**src/rtl/code6_pkg.sv**
```systemverilog
// Package for the 6-bit code serial transmitter.
// Holds the code table constants, the FSM state type and the legal-symbol check
// shared by the encoder LUT and the transmitter top.
package code6_pkg;

    localparam logic [5:0] CODE_111 = 6'b101010;
    localparam logic [5:0] CODE_010 = 6'b101100;
    localparam logic [5:0] CODE_110 = 6'b101101;
    localparam logic [5:0] CODE_011 = 6'b011011;
    localparam logic [5:0] CODE_001 = 6'b101111;
    localparam logic [5:0] CODE_000 = 6'b000000;

    localparam int CODE_BITS = 6;

    typedef enum logic [1:0] {
        IDLE  = 2'd0,
        SHIFT = 2'd1,
        GAP   = 2'd2
    } state_t;

    // Symbols 100 and 101 have no code word.
    function automatic logic legal_sym(input logic [2:0] sym);
        return !((sym == 3'b100) || (sym == 3'b101));
    endfunction

endpackage

```
**src/rtl/code6_serial_tx_if.sv**
```systemverilog
// Symbol/serial bundle of the 6-bit code transmitter.
//   sym_in/sym_valid/sym_ready : symbol handshake from the producer
//   tx_out/tx_frame            : serial pin and frame qualifier
//   code_out/code_stb          : last legal code word and its update strobe
//   err/err_cnt                : illegal-symbol pulse and saturating count
// master = producer / observer side, slave = transmitter.
interface code6_serial_tx_if #(
    parameter int ERR_W = 8
) ();

    logic [2:0]       sym_in;
    logic             sym_valid;
    logic             sym_ready;
    logic             tx_out;
    logic             tx_frame;
    logic [5:0]       code_out;
    logic             code_stb;
    logic             err;
    logic [ERR_W-1:0] err_cnt;

    modport master (
        output sym_in,
        output sym_valid,
        input  sym_ready,
        input  tx_out,
        input  tx_frame,
        input  code_out,
        input  code_stb,
        input  err,
        input  err_cnt
    );

    modport slave (
        input  sym_in,
        input  sym_valid,
        output sym_ready,
        output tx_out,
        output tx_frame,
        output code_out,
        output code_stb,
        output err,
        output err_cnt
    );

endinterface

```
**src/rtl/code6_encode_lut.sv**
```systemverilog
// Combinational 3-bit symbol to 6-bit code word map.
// Ports:
//   i_sym   in  3  symbol
//   o_code  out 6  code word (zero for illegal symbols)
//   o_legal out 1  symbol has a code word
module code6_encode_lut
    import code6_pkg::*;
(
    input  logic [2:0] i_sym,
    output logic [5:0] o_code,
    output logic       o_legal
);

    always_comb begin
        o_code  = '0;
        o_legal = legal_sym(i_sym);
        case (i_sym)
            3'b111:  o_code = CODE_111;
            3'b010:  o_code = CODE_010;
            3'b110:  o_code = CODE_110;
            3'b011:  o_code = CODE_011;
            3'b001:  o_code = CODE_001;
            3'b000:  o_code = CODE_000;
            default: o_code = '0;
        endcase
    end

endmodule

```
**src/rtl/code6_serial_tx.sv**
```systemverilog
// Transmit side of the 6-bit code link. Accepts a 3-bit symbol on a
// valid/ready handshake, encodes it and shifts the code word out MSB first,
// each bit held BIT_CYCLES clocks, followed by GAP_CYCLES idle clocks.
// Ports:
//   clk  in  1  clock, rising edge
//   rst  in  1  synchronous active-high reset
//   bus  slave modport of code6_serial_tx_if (handshake, serial pin,
//        code_out/code_stb, err/err_cnt)
//
// state | meaning
// ------+---------------------------------------------------------------
// IDLE  | sym_ready high, waiting for a symbol; illegal symbols are
//       | counted here without leaving IDLE
// SHIFT | code bit on tx_out, tx_frame high
// GAP   | inter-frame idle, tx_out at IDLE_LVL, not ready
module code6_serial_tx
    import code6_pkg::*;
#(
    parameter int   BIT_CYCLES = 4,
    parameter int   GAP_CYCLES = 2,
    parameter logic IDLE_LVL   = 1'b0,
    parameter int   ERR_W      = 8
) (
    input logic              clk,
    input logic              rst,
    code6_serial_tx_if.slave bus
);

    localparam int DIV_W = (BIT_CYCLES > 1) ? $clog2(BIT_CYCLES) : 1;
    localparam int GAP_W = (GAP_CYCLES > 1) ? $clog2(GAP_CYCLES) : 1;
    localparam logic [DIV_W-1:0] DIV_LAST = DIV_W'(BIT_CYCLES - 1);
    localparam logic [GAP_W-1:0] GAP_LOAD = GAP_W'((GAP_CYCLES > 0) ? GAP_CYCLES - 1 : 0);
    localparam bit               HAS_GAP  = (GAP_CYCLES > 0);

    state_t           r_state;
    state_t           w_state_nxt;

    // Bits still to send after the one currently on tx_out.
    logic [4:0]       r_shreg;
    logic [2:0]       r_bit_cnt;
    logic [DIV_W-1:0] r_div_cnt;
    logic [GAP_W-1:0] r_gap_cnt;
    logic             r_tx_out;
    logic             r_tx_frame;
    logic [5:0]       r_code_out;
    logic             r_code_stb;
    logic             r_err;
    logic [ERR_W-1:0] r_err_cnt;

    logic [5:0]       w_code;
    logic             w_legal;
    logic             w_sym_ready;
    logic             w_accept;
    logic             w_div_wrap;
    logic             w_last_bit;
    logic             w_gap_done;

    code6_encode_lut u_lut (
        .i_sym   (bus.sym_in),
        .o_code  (w_code),
        .o_legal (w_legal)
    );

    assign w_sym_ready = (r_state == IDLE);
    assign w_accept    = bus.sym_valid && w_sym_ready;
    assign w_div_wrap  = (r_div_cnt == DIV_LAST);
    assign w_last_bit  = w_div_wrap && (r_bit_cnt == 3'(CODE_BITS - 1));
    assign w_gap_done  = (r_gap_cnt == '0);

    always_ff @(posedge clk) begin
        if (rst) begin
            r_state <= IDLE;
        end else begin
            r_state <= w_state_nxt;
        end
    end

    always_comb begin
        w_state_nxt = r_state;
        case (r_state)
            IDLE: begin
                if (w_accept && w_legal) begin
                    w_state_nxt = SHIFT;
                end
            end
            SHIFT: begin
                if (w_last_bit) begin
                    w_state_nxt = HAS_GAP ? GAP : IDLE;
                end
            end
            GAP: begin
                if (w_gap_done) begin
                    w_state_nxt = IDLE;
                end
            end
            default: w_state_nxt = IDLE;
        endcase
    end

    always_ff @(posedge clk) begin
        if (rst) begin
            r_shreg    <= '0;
            r_bit_cnt  <= '0;
            r_div_cnt  <= '0;
            r_gap_cnt  <= '0;
            r_tx_out   <= IDLE_LVL;
            r_tx_frame <= 1'b0;
            r_code_out <= '0;
            r_code_stb <= 1'b0;
            r_err      <= 1'b0;
            r_err_cnt  <= '0;
        end else begin
            r_code_stb <= 1'b0;
            r_err      <= 1'b0;
            case (r_state)
                IDLE: begin
                    if (w_accept) begin
                        if (w_legal) begin
                            // Bit 5 goes straight to the output register so it
                            // appears on the cycle after the accept edge.
                            r_shreg    <= w_code[4:0];
                            r_code_out <= w_code;
                            r_code_stb <= 1'b1;
                            r_bit_cnt  <= '0;
                            r_div_cnt  <= '0;
                            r_tx_out   <= w_code[5];
                            r_tx_frame <= 1'b1;
                        end else begin
                            r_err <= 1'b1;
                            if (r_err_cnt != '1) begin
                                r_err_cnt <= r_err_cnt + 1'b1;
                            end
                        end
                    end
                end
                SHIFT: begin
                    if (w_div_wrap) begin
                        r_div_cnt <= '0;
                        r_bit_cnt <= r_bit_cnt + 1'b1;
                        r_shreg   <= {r_shreg[3:0], 1'b0};
                        if (w_last_bit) begin
                            r_tx_out   <= IDLE_LVL;
                            r_tx_frame <= 1'b0;
                            r_gap_cnt  <= GAP_LOAD;
                        end else begin
                            r_tx_out <= r_shreg[4];
                        end
                    end else begin
                        r_div_cnt <= r_div_cnt + 1'b1;
                    end
                end
                GAP: begin
                    if (!w_gap_done) begin
                        r_gap_cnt <= r_gap_cnt - 1'b1;
                    end
                end
                default: ;
            endcase
        end
    end

    assign bus.sym_ready = w_sym_ready;
    assign bus.tx_out    = r_tx_out;
    assign bus.tx_frame  = r_tx_frame;
    assign bus.code_out  = r_code_out;
    assign bus.code_stb  = r_code_stb;
    assign bus.err       = r_err;
    assign bus.err_cnt   = r_err_cnt;

endmodule

```
**src/flat_wrapper.sv**
```systemverilog
// flat-port wrapper written by rule: the top's interface ports become plain ports
module code6_serial_tx_flat import code6_pkg::*;
#(
    parameter int   BIT_CYCLES = 4,
    parameter int   GAP_CYCLES = 2,
    parameter logic IDLE_LVL   = 1'b0,
    parameter int   ERR_W      = 8
)
  (clk, rst, bus_sym_in, bus_sym_valid, bus_sym_ready, bus_tx_out, bus_tx_frame, bus_code_out, bus_code_stb, bus_err, bus_err_cnt);
  code6_serial_tx_if #(.ERR_W(ERR_W)) bus_i ();
  input logic clk;
  input logic rst;
  input wire logic [$bits(bus_i.sym_in)-1:0] bus_sym_in;
  input wire logic [$bits(bus_i.sym_valid)-1:0] bus_sym_valid;
  output wire logic [$bits(bus_i.sym_ready)-1:0] bus_sym_ready;
  output wire logic [$bits(bus_i.tx_out)-1:0] bus_tx_out;
  output wire logic [$bits(bus_i.tx_frame)-1:0] bus_tx_frame;
  output wire logic [$bits(bus_i.code_out)-1:0] bus_code_out;
  output wire logic [$bits(bus_i.code_stb)-1:0] bus_code_stb;
  output wire logic [$bits(bus_i.err)-1:0] bus_err;
  output wire logic [$bits(bus_i.err_cnt)-1:0] bus_err_cnt;
  assign bus_i.sym_in = bus_sym_in;
  assign bus_i.sym_valid = bus_sym_valid;
  assign bus_sym_ready = bus_i.sym_ready;
  assign bus_tx_out = bus_i.tx_out;
  assign bus_tx_frame = bus_i.tx_frame;
  assign bus_code_out = bus_i.code_out;
  assign bus_code_stb = bus_i.code_stb;
  assign bus_err = bus_i.err;
  assign bus_err_cnt = bus_i.err_cnt;
  code6_serial_tx #(.BIT_CYCLES(BIT_CYCLES), .GAP_CYCLES(GAP_CYCLES), .IDLE_LVL(IDLE_LVL), .ERR_W(ERR_W)) u_core (.clk(clk), .rst(rst), .bus(bus_i));
endmodule
```
**config.mk**
```make
export PLATFORM = sky130hd
export DESIGN_NAME = code6_serial_tx_flat
export DESIGN_NICKNAME = d
export VERILOG_FILES = /design/src/rtl/code6_pkg.sv /design/src/rtl/code6_serial_tx_if.sv /design/src/rtl/code6_encode_lut.sv /design/src/rtl/code6_serial_tx.sv /design/src/flat_wrapper.sv
export SDC_FILE = /design/constraint.sdc
export NUM_CORES = 1
export LEC_CHECK = 0
export ABC_AREA = 1
export ABC_CLOCK_PERIOD_IN_PS = 2350
export CAP_MARGIN = 20
export CORE_UTILIZATION = 40
export DETAILED_ROUTE_END_ITERATION = 10
export PLACE_DENSITY_LB_ADDON = 0.1
export SLEW_MARGIN = 20
export SYNTH_ARGS = -nofsm -noshare
export SYNTH_HDL_FRONTEND = slang
export SYNTH_SLANG_ARGS = --single-unit
```
**constraint.sdc**
```tcl
create_clock -name clk -period 2.35 [get_ports clk]
set_clock_uncertainty 0.2 [all_clocks]
set_input_delay 0.47 -clock clk [delete_from_list [all_inputs] [get_ports clk]]
set_output_delay 0.47 -clock clk [all_outputs]
set_load 0.02 [all_outputs]
```
# Word-level counts from Yosys, hierarchy flattened
# Cells that the tools add are included.
[classes]
n_bitwise = 3
reduce_logical = 16
n_eq_ne = 18
n_mux = 33
add_sub_neg = 4
[op_table]
columns = ["cell", "n"]
rows = [
  ["case mux 6 bit (5 select lines)", 1],
  ["== test 3 bit (second input constant)", 5],
  ["2-to-1 mux 5 bit", 3],
  ["2-to-1 mux 1 bit", 13],
  ["2-to-1 mux 2 bit", 6],
  ["AND reduction 3 bit", 4],
  ["case mux 5 bit (2 select lines)", 1],
  ["2-to-1 mux 3 bit", 3],
  ["adder 8 x 1 -> 8 bit (second input constant)", 1],
  ["inequality test 2 bit (second input constant)", 4],
  ["inequality test 8 bit (second input constant)", 1],
  ["AND reduction 4 bit", 2],
  ["== test 3 x 2 -> 1 bit (second input constant)", 2],
  ["case mux 1 bit (2 select lines)", 3],
  ["case mux 2 bit (3 select lines)", 1],
  ["case mux 3 bit (2 select lines)", 1],
  ["AND reduction 5 bit", 1],
  ["== test 2 bit (second input constant)", 2],
  ["inequality test 2 x 1 -> 1 bit (second input constant)", 2],
  ["case mux 2 bit (2 select lines)", 1],
  ["nonzero test 2 bit", 2],
  ["adder 3 x 1 -> 3 bit (second input constant)", 1],
  ["== test 3 x 1 -> 1 bit (second input constant)", 1],
  ["logical AND 1 bit", 3],
  ["8 further kinds", 10],
]
[word_totals]
word_cells = 85
in_bits = 6
reg_bits = 31

# Logic depth before layout (Yosys ltp)
[logic_depth]
ltp_word = 6
ltp_mapped = 9
ltp_nobuf = 8

# By module
# Synthesis repeated with hierarchy kept, for this count alone.
[hier_totals]
hier_cells = 209
area_unflattened_um2 = 1456.4
[by_module_without_submodules]
columns = ["mod", "cells_per_inst", "seq_area_each_um2", "area_each_um2", "instances"]
rows = [
  ["code6_serial_tx", 195, 620.6, 1398.8, 1],
  ["code6_encode_lut", 14, 0.0, 57.6, 1],
]

# Least setup slack after synthesis
# No wires, ideal clock.
[synth_path]
path_type = "register -> register"
start = "register u_core.r_err_cnt[0], in the netlist u_core.bus.err_cnt[0]"
end = "register u_core.r_err_cnt[0], in the netlist u_core.bus.err_cnt[0]"
arrival_time_ns = 1.329
period_less_slack_ns = 1.645
n_path_buf = 0
required_time_ns = 2.034
path_stages_with_launch = 9
path_slack_ns = 0.705
path_cell_list = "dfxtp_1 -> ha_1 -> inv_1 -> nor2_2 -> nand2_1 -> nand2_4 -> inv_4 -> nor2_1 -> nor2_1"
[synth_via]
elab_chain_cells = 2
elab_cells_between_ends = 3
classes_between = "add/sub: 1; eq/ne: 1; reduce/logical: 1"
[synth_lines]
columns = ["item", "line_no", "rtl"]
rows = [
  ["start, declared", "code6_serial_tx.sv:48", "logic [ERR_W-1:0] r_err_cnt;"],
  ["start signal, assigned", "code6_serial_tx.sv:131", "r_err_cnt <= r_err_cnt + 1'b1;"],
  ["parallel branches: the longest is 2 deep, another holds adder 8 x 1 -> 8 bit", "n/a", ""],
]
# Several ways; the timed one is not identified.
# A chain may end at the register's enable or synchronous reset.

# Worst setup path in the final report
[layout_path]
start = "register u_core.r_state[0]"
end = "output bus_sym_ready"
[layout_via]
elab_chain_cells = 1
[layout_lines]
columns = ["item", "line_no", "rtl"]
rows = [
  ["start, declared", "code6_serial_tx.sv:35", "state_t r_state;"],
  ["start signal, assigned", "code6_serial_tx.sv:74", "r_state <= w_state_nxt;"],
  ["logical NOT 2 bit", "code6_serial_tx.sv:64", "assign w_sym_ready = (r_state == IDLE);"],
  ["end, declared", "flat_wrapper.sv:15", "output wire logic [$bits(bus_i.sym_ready)-1:0] bus_sym_ready;"],
]
# No other way between the ends.

==> summary.txt <==
Worst hold path
  – Hold endpoint: u_core.bus.code_out[0]$_SDFFE_PP0P_
  – Hold Crit Depth: 2
  – Worst Min Path Start: u_core.bus.code_out[0]$_SDFFE_PP0P_
  – Hold Path Class: reg2reg

Run
  – Max Cap Viol: 0

Timing
  – Unrepaired setup endpoints after global routing: no
  – Fin crit share: 0.9019
  – Fin. Hold Viols: 0
  – Final setup viols: 0
  – Final WS setup: 0.2304 ns
  – Slew Viols, Final: 0
  – Final min period: 2.120 ns
  – Final hold slack: 0.2659 ns
  – Rel. slew slack: 0.7349
  – F_max: 0.4718 GHz
  – Setup_tns: 0 ns
  – Worst-margin pin slew: 0.3966 ns

Clocking
  – Hold_buf cts: 0
  – Clock transition at path regs: 0.06 ns
  – Cts repair resizes: 0
  – Clock sinks: 31
  – Total CTS buffers: 5
  – CTS tree: built
  – H-tree depth: 2
  – CTS Root Cell: clkbuf_8
  – Later-pin clock latency in the skew report: 0.28 ns
  – Postcts setup bufs: 0
  – Clock tree buffer depth: 2

Routing
  – DRT Pass-1 Iters: 4
  – Detail Route Antenna Nets: 0
  – DRT iter0 DRCs: 92
  – Via density: 4.862
  – WL final: 3211 um
  – Residual DRC: 0
  – Via Count: 1410
  – Drt wl/cell: 11.07 um

Synthesis
  – Largest cells by area after synthesis: dfxtp_1 40%, nand2_1 15%, a21oi_1 5.9%, nor2_1 5.6%, nand3_1 4.9%
  – Post-Syn Area: 1536 um2
  – Post-Syn Instances: 212
  – Cell variety after synth: 24
  – Post-Syn Nets: 222
  – Synthesized flop and latch total: 31
  – Synth Warn #: 0
  – Sequential-to-total area share from yosys stat: 0.4039
  – Yosys top cell area share: 0.4039
  – Syn Area/Cell: 7.248 um2
  – Area leader, netlist: dfxtp_1

Worst setup path
  – Worst R2R Setup Slack: 0.67 ns
  – Crit path from: u_core.r_state[0]$_SDFFE_PP0P_
  – Critical Path Source Type: flip-flop
  – R2R Path Start: u_core.bus.err_cnt[0]$_SDFFE_PP0P_
  – FF-to-FF path depth: 8
  – Critical Path AT: 1.45 ns
  – CP Max Fanout: 3
  – R2r endpoint: u_core.bus.err_cnt[1]$_SDFFE_PP0P_
  – Worst Setup End Kind: primary output
  – Worst path required time: 1.68 ns
  – Kind of critical path: reg2out

Global routing
  – Largest net degree at the start of global routing: 13
  – Vias in the first global route: 1296
  – First-pass GRT wire length: 5754 um
  – Initial antenna violation count: 0
  – GRT Overall Usage: 0.1849
  – Remaining Overflow, GRT: 0

Cells and area
  – Most used cells in the layout excluding fill and tap cells: 62 x nand2_1, 31 x dfxtp_1, 24 x clkdlybuf4s50_1
  – Fin nets: 251
  – Final instance area: 1897 um2
  – Share of layout cells above drive strength 1: 0.1157
  – Register cell area after layout: 620.6 um2
  – Fill cells: 377
  – Multi-input gate area: 794.5 um2
  – Most common cell after layout, fill and taps aside: nand2_1
  – Post-route core utilization: 0.5181
  – Antenna Cells: 0
  – Area grow syn2layout: 23.45%

Floorplanning
  – Area of the die: 4093 um2
  – Die height: 63.98 um
  – Core area: 3661 um2
  – Die X-Extent: 63.98 um
  – Site row count: 22
  – Starting Density: 0.4197
  – I/O pins: 25

Pwr
  – Pleak: 0.7637 nW
  – VDD IR-drop max: 0.3761 mV
  – PwrDens: 605.7 nW/um2

Place
  – IO buf count: 24
  – Final Wtd Congestion: 0.7794
  – Dpl hpwl: 2404 um
  – Dpl cell area: 1815 um2
  – Pre-CTS setup slack: 0.2414 ns

Status
  – Status: finished, final reports clean
-- critical path, cell delays in order, from the launching register on --
cell             delay (ns)
dfxtp_1                0.34
nor2_2                 0.20
clkdlybuf4s50_1        0.63
-- logic make-up after synthesis --
kind of cell | share of synthesized area
compound gates | 0.1140
buf+inv | 0.07899
simple gates | 0.3420
xor+xnor | 0.02850
fa+ha+maj | 0.03257
flops | 0.4039
-- stage by stage --
step           power (mW)  std cells
5_1_grt             1.216        290
3_5_place_dp       0.7654        282
3_3_place_gp       0.7650        282
2_1_floorplan      0.7050        212
6_report            1.149        290
4_1_cts             1.161        290
-- synthesized netlist by cell type (all sizes together) --
library cell	number
a21oi	20
a31oi	1
buf	2
clkbuf	3
dfxtp	31
ha	4
inv	20
nand2	69
nand3	15
nand4	1
nor2	29
o21ai	11
o22ai	1
xnor2	1
xor2	4
-- worst max-delay path by stage --
stage	end
final	bus_sym_ready
after detailed placement	u_core.r_shreg[4]$_SDFFE_PP0P_
after global placement	u_core.r_bit_cnt[0]$_SDFFE_PP0P_
after global routing	bus_sym_ready
after CTS	bus_sym_ready
after floorplan	u_core.bus.err_cnt[0]$_SDFFE_PP0P_
-- layout make-up --
| cell class | instances | area share |
|---|---|---|
| tap | 48 | 0.03166 |
| multi-input combinational | 156 | 0.4189 |
| sequential | 31 | 0.3272 |
| timing repair buffer | 27 | 0.1385 |
| clock buffer | 7 | 0.04024 |
| inverter | 20 | 0.04090 |
| clock inverter | 1 | 0.002639 |
-- registers in the layout (all words and copies together) (netlist names) --
| signal | count |
|---|---|
| u_core.bus.code_stb | 1 |
| u_core.bus.err | 1 |
| u_core.r_bit_cnt | 3 |
| u_core.r_state | 2 |
| u_core.r_shreg | 5 |
| u_core.bus.code_out | 6 |
| u_core.r_gap_cnt | 1 |
| u_core.bus.tx_frame | 1 |
| u_core.bus.tx_out | 1 |
| u_core.bus.err_cnt | 8 |
| u_core.r_div_cnt | 2 |
-- power breakdown --
group          switching [mW]  leakage [nW]  internal [mW]
clock                   0.188        0.0422          0.207
combinational           0.113         0.469         0.0727
sequential             0.0150         0.253          0.552
-- per-layer routing --
| layer | track usage | wire length [um] | vias to the layer above |
|---|---|---|---|
| li1 | - | - | 731 |
| met1 | 0.2112 | 1521 | 650 |
| met2 | 0.3152 | 1535 | 23 |
| met3 | 0.05357 | 94 | 6 |
| met4 | 0.08523 | 60 | 0 |
| met5 | 0 | 0 | - |
Note: power is estimated with default switching activity, not from simulation.
